<file path="config.mk">
export PLATFORM = sky130hd
export DESIGN_NAME = serial_adder_flat
export DESIGN_NICKNAME = d
export VERILOG_FILES = /design/src/rtl/serial_adder_pkg.sv /design/src/rtl/serial_adder_if.sv /design/src/rtl/serial_adder_digit.sv /design/src/rtl/serial_adder.sv /design/src/flat_wrapper.sv
export SDC_FILE = /design/constraint.sdc
export NUM_CORES = 1
export LEC_CHECK = 0
export CELL_PAD_IN_SITES_DETAIL_PLACEMENT = 0
export CELL_PAD_IN_SITES_GLOBAL_PLACEMENT = 2
export CORE_MARGIN = 5
export CORE_UTILIZATION = 29
export DETAILED_ROUTE_END_ITERATION = 16
export HOLD_SLACK_MARGIN = 0.06
export PLACE_DENSITY = 0.78
export SLEW_MARGIN = 20
export SYNTH_ARGS = -nofsm -noshare
export SYNTH_HDL_FRONTEND = slang
export SYNTH_SLANG_ARGS = --single-unit
export TNS_END_PERCENT = 50
</file>
<file path="constraint.sdc">
create_clock -name clk -period 1.6 [get_ports clk]
set_input_delay 0.32 -clock clk [delete_from_list [all_inputs] [get_ports clk]]
set_output_delay 0.32 -clock clk [all_outputs]
set_load 0.02 [all_outputs]
</file>
<file path="src/rtl/serial_adder_pkg.sv">
// ============================================================
// Package : serial_adder_pkg
// Shared state encoding and sizing helper for serial_adder.
// Rev     : 1.0
// ============================================================
`default_nettype none

package serial_adder_pkg;

  typedef enum logic [1:0] {
    IDLE = 2'd0,
    RUN  = 2'd1,
    DONE = 2'd2
  } state_t;

  // One extra bit so the counter can represent the full step count N.
  function automatic int count_width(input int width, input int digit);
    return $clog2(width / digit) + 1;
  endfunction

endpackage

`default_nettype wire

</file>
<file path="src/rtl/serial_adder_if.sv">
// ============================================================
// Interface : serial_adder_if
// Operand/result bundle with start/busy/done handshake.
// Rev       : 1.0
// ============================================================
`default_nettype none

interface serial_adder_if #(
  parameter int WIDTH = 8
);
  logic             start;
  logic [WIDTH-1:0] a;
  logic [WIDTH-1:0] b;
  logic             cin;
  logic             sub;
  logic             busy;
  logic             done;
  logic [WIDTH-1:0] sum;
  logic             cout;
  logic             ovf;

  modport master (
    output start, a, b, cin, sub,
    input  busy, done, sum, cout, ovf
  );

  modport slave (
    input  start, a, b, cin, sub,
    output busy, done, sum, cout, ovf
  );
endinterface

`default_nettype wire

</file>
<file path="src/rtl/serial_adder_digit.sv">
// ============================================================
// Module : serial_adder_digit
// Combinational DIGIT-bit ripple of full-adder cells.
// Rev    : 1.0
// ============================================================
`default_nettype none

module serial_adder_digit #(
  parameter int DIGIT = 1
) (
  input  logic [DIGIT-1:0] a,
  input  logic [DIGIT-1:0] b,
  input  logic             cin,
  output logic [DIGIT-1:0] sum,
  output logic             cout,
  output logic             c_top
);

  // c_top is the carry entering the most significant bit of this digit.
  always_comb begin
    logic carry;
    carry = cin;
    c_top = cin;
    sum   = '0;
    for (int i = 0; i < DIGIT; i++) begin
      c_top  = carry;
      sum[i] = a[i] ^ b[i] ^ carry;
      carry  = (a[i] & b[i]) | (a[i] & carry) | (b[i] & carry);
    end
    cout = carry;
  end

endmodule

`default_nettype wire

</file>
<file path="src/rtl/serial_adder.sv">
// ============================================================
// Module : serial_adder
// Digit-serial adder/subtractor, DIGIT bits per clock.
// Rev    : 1.0
// ============================================================
`default_nettype none

module serial_adder
  import serial_adder_pkg::*;
#(
  parameter int WIDTH = 8,
  parameter int DIGIT = 1
) (
  input  logic          clk,
  input  logic          rst,
  serial_adder_if.slave bus
);

  localparam int                 C_STEPS = WIDTH / DIGIT;
  localparam int                 C_CNT_W = count_width(WIDTH, DIGIT);
  localparam logic [C_CNT_W-1:0] C_LAST  = C_CNT_W'(C_STEPS - 1);

  if ((DIGIT < 1) || (WIDTH < 2) || ((WIDTH % DIGIT) != 0)) begin : g_bad_params
    $error("serial_adder: DIGIT must divide WIDTH and WIDTH must be >= 2");
  end

  state_t             state_q, state_d;
  logic [C_CNT_W-1:0] cnt_q, cnt_d;
  logic [WIDTH-1:0]   a_q, a_d;
  logic [WIDTH-1:0]   b_q, b_d;
  logic               carry_q, carry_d;
  logic [WIDTH-1:0]   sum_q, sum_d;
  logic               cout_q, cout_d;
  logic               ovf_q, ovf_d;
  logic               busy_q, busy_d;
  logic               done_q, done_d;

  logic [DIGIT-1:0]   w_dig_sum;
  logic               w_dig_cout;
  logic               w_dig_ctop;
  logic [WIDTH-1:0]   w_sum_shift;

  serial_adder_digit #(
    .DIGIT (DIGIT)
  ) u_digit (
    .a     (a_q[DIGIT-1:0]),
    .b     (b_q[DIGIT-1:0]),
    .cin   (carry_q),
    .sum   (w_dig_sum),
    .cout  (w_dig_cout),
    .c_top (w_dig_ctop)
  );

  // Result digits enter at the MSB so after N steps the LSB digit lands at bit 0.
  if (DIGIT == WIDTH) begin : g_sum_single
    assign w_sum_shift = w_dig_sum;
  end else begin : g_sum_multi
    assign w_sum_shift = {w_dig_sum, sum_q[WIDTH-1:DIGIT]};
  end

  always_comb begin
    state_d = state_q;
    cnt_d   = cnt_q;
    a_d     = a_q;
    b_d     = b_q;
    carry_d = carry_q;
    sum_d   = sum_q;
    cout_d  = cout_q;
    ovf_d   = ovf_q;
    case (state_q)
      IDLE, DONE: begin
        if (bus.start) begin
          a_d     = bus.a;
          b_d     = bus.sub ? ~bus.b : bus.b;
          carry_d = bus.sub | bus.cin;
          cnt_d   = '0;
          state_d = RUN;
        end else begin
          state_d = IDLE;
        end
      end
      RUN: begin
        a_d     = a_q >> DIGIT;
        b_d     = b_q >> DIGIT;
        carry_d = w_dig_cout;
        sum_d   = w_sum_shift;
        cnt_d   = cnt_q + C_CNT_W'(1);
        if (cnt_q == C_LAST) begin
          cout_d  = w_dig_cout;
          ovf_d   = w_dig_cout ^ w_dig_ctop;
          state_d = DONE;
        end
      end
      default: state_d = IDLE;
    endcase
    busy_d = (state_d == RUN);
    done_d = (state_d == DONE);
  end

  always_ff @(posedge clk) begin
    if (rst) begin
      state_q <= IDLE;
      cnt_q   <= '0;
      a_q     <= '0;
      b_q     <= '0;
      carry_q <= 1'b0;
      sum_q   <= '0;
      cout_q  <= 1'b0;
      ovf_q   <= 1'b0;
      busy_q  <= 1'b0;
      done_q  <= 1'b0;
    end else begin
      state_q <= state_d;
      cnt_q   <= cnt_d;
      a_q     <= a_d;
      b_q     <= b_d;
      carry_q <= carry_d;
      sum_q   <= sum_d;
      cout_q  <= cout_d;
      ovf_q   <= ovf_d;
      busy_q  <= busy_d;
      done_q  <= done_d;
    end
  end

  assign bus.busy = busy_q;
  assign bus.done = done_q;
  assign bus.sum  = sum_q;
  assign bus.cout = cout_q;
  assign bus.ovf  = ovf_q;

endmodule

`default_nettype wire

</file>
<file path="src/flat_wrapper.sv">
// flat-port wrapper written by rule: the top's interface ports become plain ports
module serial_adder_flat import serial_adder_pkg::*;
#(
  parameter int WIDTH = 8,
  parameter int DIGIT = 1
)
  (clk, rst, bus_start, bus_a, bus_b, bus_cin, bus_sub, bus_busy, bus_done, bus_sum, bus_cout, bus_ovf);
  serial_adder_if #(.WIDTH(WIDTH)) bus_i ();
  input  logic clk;
  input  logic rst;
  input wire logic [$bits(bus_i.start)-1:0] bus_start;
  input wire logic [$bits(bus_i.a)-1:0] bus_a;
  input wire logic [$bits(bus_i.b)-1:0] bus_b;
  input wire logic [$bits(bus_i.cin)-1:0] bus_cin;
  input wire logic [$bits(bus_i.sub)-1:0] bus_sub;
  output wire logic [$bits(bus_i.busy)-1:0] bus_busy;
  output wire logic [$bits(bus_i.done)-1:0] bus_done;
  output wire logic [$bits(bus_i.sum)-1:0] bus_sum;
  output wire logic [$bits(bus_i.cout)-1:0] bus_cout;
  output wire logic [$bits(bus_i.ovf)-1:0] bus_ovf;
  assign bus_i.start = bus_start;
  assign bus_i.a = bus_a;
  assign bus_i.b = bus_b;
  assign bus_i.cin = bus_cin;
  assign bus_i.sub = bus_sub;
  assign bus_busy = bus_i.busy;
  assign bus_done = bus_i.done;
  assign bus_sum = bus_i.sum;
  assign bus_cout = bus_i.cout;
  assign bus_ovf = bus_i.ovf;
  serial_adder #(.WIDTH(WIDTH), .DIGIT(DIGIT)) u_core (.clk(clk), .rst(rst), .bus(bus_i));
endmodule
</file>
After elaboration in Yosys (flattened, before gate mapping) --
Index checks and enable logic that the tools add are counted.
Cells by class: muxes and demuxes 12, eq/ne operators 6, add/sub/neg operators 1, bitwise gates (word level) 10, reductions and logical operators 5
Operators with widths (number):
- one-hot mux 8 bit (2 select lines) | 2
- 2-to-1 mux 8 bit | 3
- NOT 8 bit | 1
- one-hot mux 4 bit (2 select lines) | 1
- adder 4 x 1 -> 4 bit, second input constant | 1
- equality test 2 x 1 -> 1 bit, second input constant | 2
- equality test 2 bit, second input constant | 2
- equality test 4 x 3 -> 1 bit, second input constant | 1
- 2-to-1 mux 4 bit | 1
- one-hot mux 2 bit (2 select lines) | 1
- AND reduction 2 bit | 2
- bitwise AND 1 bit | 3
- bitwise OR 1 bit | 3
- XOR 1 bit | 3
- logical NOT 2 bit | 1
- 2-to-1 mux 1 bit | 2
- 2-to-1 mux 2 bit | 1
- != test 2 bit, second input constant | 1
- one-hot mux 1 bit (2 select lines) | 1
- nonzero test 2 bit | 1
- OR reduction 2 bit | 1
Word-level totals: bits in registers 35, output and inout port bits 12, word-level logic and storage cells 44, input port bits 21

Depth between registers and ports, before layout --
depth in word-level cells 4, depth in mapped cells 5, depth with buffers taken out 4

By module --
A second synthesis with hierarchy kept.
Unflattened totals: cells, all modules 168, area total of the unflattened synthesis 1495.2 um^2
Modules (own cells, without submodules):
- serial_adder | sequential area each 700.7 um^2, instances 1, area each 1467.7 um^2, cells each 166
- serial_adder_digit | sequential area each 0.0 um^2, instances 1, area each 27.5 um^2, cells each 2

Worst setup path after synthesis --
No wires, ideal clock.
kind register to register, from register u_core.a_q[0], to register u_core.ovf_q (netlist: u_core.bus.ovf), path slack 0.217 ns, library setup time 0.070 ns, stages on the path, launching flop included 5, required time 1.530 ns, arrival time 1.313 ns, path buffers 0, period minus slack after synthesis 1.383 ns, cells stage by stage dfxtp_1 -> fa_1 -> xnor2_1 -> or3_1 -> a21oi_1
On the way: cells in the longest elaborated chain, start to end 4, elaborated cells on any way between the ends 5, classes of those cells bitwise: 5
RTL lines:
- from (decl) | RTL line serial_adder.sv:29 | logic [WIDTH-1:0] a_q, a_d;
- from (signal assigned) | RTL line serial_adder.sv:104 | a_q <= '0;
- from (signal assigned) | RTL line serial_adder.sv:115 | a_q <= a_d;
- bitwise AND 1 bit | RTL line serial_adder_digit.sv:28 | carry = (a[i] & b[i]) | (a[i] & carry) | (b[i] & carry);
- bitwise OR 1 bit * (2 in series) | RTL line serial_adder_digit.sv:28
- named net u_core.u_digit.cout | RTL line serial_adder_digit.sv:15 | output logic cout,
- XOR 1 bit * | RTL line serial_adder.sv:90 | ovf_d = w_dig_cout ^ w_dig_ctop;
- to (signal assigned) | RTL line serial_adder.sv:120 | ovf_q <= ovf_d;
- to (decl) | RTL line serial_adder.sv:34 | logic ovf_q, ovf_d;
Mark *: on every way through the listed nets, which the timed path passes. The rest lies on a longest branch. A chain may end at the register's enable or synchronous reset.

Worst setup path in the final report --
from register u_core.sum_q[4] (netlist: u_core.bus.sum[4]), to output port bus_sum[4]
RTL lines:
- from (decl) | RTL line serial_adder.sv:32 | logic [WIDTH-1:0] sum_q, sum_d;
- from (signal assigned) | RTL line serial_adder.sv:118 | sum_q <= sum_d;
- to (decl) | RTL line flat_wrapper.sv:18 | output wire logic [$bits(bus_i.sum)-1:0] bus_sum;
No word-level cell between the ends.

==> key figures <==
Clock tree
  – Clock buffer depth: 2
  – # Post-CTS Setup Buffers: 0
  – Worst-skew pair later-pin latency: 0.28 ns
  – Worst-path clk slew: ~0.07 ns
  – H-tree depth: 2
  – Clock Sinks: 35
  – Inserted Clock Buffers: 5
  – CTS tree: built
  – Root buf cell: clkbuf_8

Worst setup path
  – Worst-path fanout max: 3
  – CP Buf/Inv Count: 1
  – Crit path launch: u_core.bus.sum[4]
  – Critical Path RT: 1.28 ns
  – Reg2reg end: u_core.bus.ovf
  – Reg2Reg Setup Slack: 0.13 ns
  – Crit-path cells: clkdlybuf4s50_1
  – Setup crit end kind: output port
  – Worst reg2reg path depth: 4
  – Path type of the worst setup path: register to output port
  – CP startpoint kind: register
  – Reg-to-Reg Start: u_core.a_q[0]
  – Slowest-stage cell, CP: clkdlybuf4s50_1
  – Worst Setup EP: bus_sum[4]
  – Stages on worst setup path: 1
  – Max incr delay on CP: 0.61 ns
  – CP delay by family, top: buffers and inverters
  – CP arrival: 1.22 ns

GRT
  – GRT overflow: 0
  – Tot GR Track Use: between 10% and 20%
  – Number of global-route vias before repair: between 1000 and 1500
  – First-pass GRT wire length: between 6 and 7 mm
  – Pin count of the biggest net entering global routing: 21
  – Initial antenna violation count: 0

Layout
  – Multi-input combinational cell area: ~690 sq um
  – Ant diodes: 0
  – Layout cell share with drive strength beyond 1: 10.7%
  – Nets: around 230
  – Area delta synth->final: 35.3%
  – Design area: 0.00201 sq mm
  – Post-layout util: roughly two fifths
  – Fillers: 510
  – Area occupied by registers: 701 sq um

Timing
  – Rel. slew slack: a little under 80%
  – Crit path time final: between 1.5 and 2 ns
  – RSZ-0062 raised after global routing: no
  – Final setup TNS: 0 ns
  – Setup ws final: between 0.05 and 0.06 ns
  – Period utilisation layout: about 97%
  – Fin. Hold Viols: 0
  – Final setup violating endpoints: 0
  – Slew @ Worst Pin: approximately 0.33 ns
  – Hold WS: 0.452 ns
  – Fin. max-slew vios: 0
  – Setup Skew: approximately 0.0059 ns
  – Fmax: approximately 0.65 GHz

Yosys
  – Synth cell types: 30
  – Post-Syn Area: between 0.001 and 0.0015 sq mm
  – Mapped Cells: 168
  – Main flop type after synthesis: dfxtp_1
  – Sequential element share of the synthesized area: a little under half
  – Synth async-reset ratio: 0%
  – Ys Warns: 0
  – Mapped Nets: roughly 190
  – EDFF count, synth: 0
  – Synth Register Bits: 35
  – Syn avg cell area: 8.85 sq um

Route
  – Routed WL per cell: 13.0 um
  – Final WL: roughly 3.6 mm
  – First drt pass iteration count: 4
  – Routed vias/inst: 4.74
  – # DRC: 0
  – Post-route ant nets: 0
  – DR iter-0 viols: about 60
  – Vias: between 1000 and 1500

Floorplanning
  – Core ar.: roughly 0.005 sq mm
  – Io pins: 33
  – Die Wd: 81.6 um
  – Starting density of the core: between 20 and 30%
  – Site Rows: 26
  – Total Die Area: approximately 0.0067 sq mm
  – Die height: between 80 and 90 um

Power and ir drop
  – Internal: approximately 1400 uW
  – Peak supply drop: between 300 and 400 uV
  – Combinational share of power: between 15 and 20%
  – Clock power frac: 32.8%
  – Pwr Density: just over 900 mW/mm^2
  – Leak pwr: between 0.0008 and 0.0009 uW
  – Sequential Power Share: between 50 and 60%
  – Sw frac: between 20% and 30%
  – P_sw: ~460 uW

Run
  – Max-cap violations: 0

Place
  – Dpl ws: -0.0755 ns
  – I/O Buffers: 32
  – Cell Area, Placed: approximately 0.0019 sq mm
  – GP Congestion: roughly 0.77
  – Final HPWL DP: approximately 2.6 mm

Outcome
  – Status: completed

Worst hold path
  – Worst Hold Class: register to register
-- worst min-delay path by stage --
stage	slack (ns)	cells after the start	startpoint	end
finish	0.45	2	u_core.bus.sum[0]	u_core.bus.sum[0]
CTS	0.46	2	u_core.bus.sum[0]	u_core.bus.sum[0]
global placement	0.44	2	u_core.bus.sum[0]	u_core.bus.sum[0]
detailed placement	0.45	2	u_core.bus.sum[0]	u_core.bus.sum[0]
floorplan	0.44	2	u_core.b_q[7]	u_core.b_q[7]
global route	0.48	2	u_core.a_q[4]	u_core.a_q[4]
-- metal layers --
layer | part of all wire [%] | GRT usage, % | routed length (um) | vias up
met5 | 0 | 0 | 0 | -
met2 | 50 | 20.3 | 1770 | 32
met1 | 43 | 13.8 | 1540 | 614
met4 | 0 | 3.16 | 0 | 0
li1 | - | - | - | 657
met3 | 7.1 | 4.17 | 252 | 0
-- sequential cells by signal, summed over array words and instances (netlist names) --
name / cells
u_core.carry_q: 1
u_core.state_q: 2
u_core.cnt_q: 4
u_core.b_q: 8
u_core.bus.sum: 8
u_core.bus.ovf: 1
u_core.bus.cout: 1
u_core.bus.done: 1
u_core.bus.busy: 1
u_core.a_q: 8
-- power groups by stage --
stage | clock, uW | sequential, uW | combinational (uW)
after floorplan | 0 | 959 | 167
after global placement | 0 | 959 | 280
after detailed placement | 0 | 960 | 286
after CTS | 621 | 940 | 288
after global routing | 664 | 945 | 319
final | 597 | 941 | 283
-- cells by family (layout without fill, tap and decap cells) --
logic type / after synthesis / after routing / share of synthesized area, %
simple gates: 54 / 54 / 17.6
compound gates: 49 / 49 / 19.7
flops: 35 / 35 / 47.1
buf+inv: 17 / 54 / 6.31
xor+xnor: 9 / 9 / 5.30
fa+ha+maj: 2 / 2 / 2.19
mux: 2 / 2 / 1.77
-- layout by cell type, fill, tap and decap left out, types with 5 or more instances in the layout --
| master | count |
|---|---|
| clkdlybuf4s50_1 | 26 |
| a22oi_1 | 14 |
| buf_4 | 12 |
| a21oi_1 | 29 |
| dlymetal6s2s_1 | 6 |
| clkbuf_8 | 5 |
| xor2_1 | 8 |
| nand2_1 | 20 |
| nand3_1 | 19 |
| dfxtp_1 | 35 |
-- cell type report --
type | instances | area share, %
Clock buffer | 7 | 3.80
Clock inverter | 1 | 0.249
Inverter | 1 | 0.187
Multi-Input combinational cell | 116 | 34.4
Sequential cell | 35 | 34.8
Tap cell | 70 | 4.36
Timing Repair Buffer | 45 | 22.2
-- cell usage after synthesis, types with 2 or more instances --
master	number	area, sq um
nor2_1	3	11.3
nand2_1	20	75.1
xor2_1	8	70.1
buf_4	4	30.0
nor2b_1	2	12.5
a21oi_1	29	145
clkbuf_1	5	18.8
dfxtp_1	35	701
nor3_1	2	10.0
nand2b_1	3	18.8
o21ai_0	2	10.0
a22oi_1	14	105
buf_2	6	30.0
nand3_1	19	95.1
-- what timing repair did --
action / CTS / global route
gates resized for setup: 0 / 6
hold buffers: 0 / 0
setup endpoints to repair: 0 / 6
-- through the flow --
| stage | power (uW) | cells |
|---|---|---|
| 3_5_place_dp | 1250 | 267 |
| 5_1_grt | 1930 | 275 |
| 6_report | 1820 | 275 |
| 2_1_floorplan | 1130 | 168 |
| 3_3_place_gp | 1240 | 267 |
| 4_1_cts | 1850 | 275 |
-- worst register-to-register path, cell delays in order (launching register included) --
cell	delay (ns)
dfxtp_1	0.33
fa_1	0.49
xnor2_1	0.15
or3_1	0.30
a21oi_1	0.14
No activity file was read; power rests on OpenSTA's default activity.
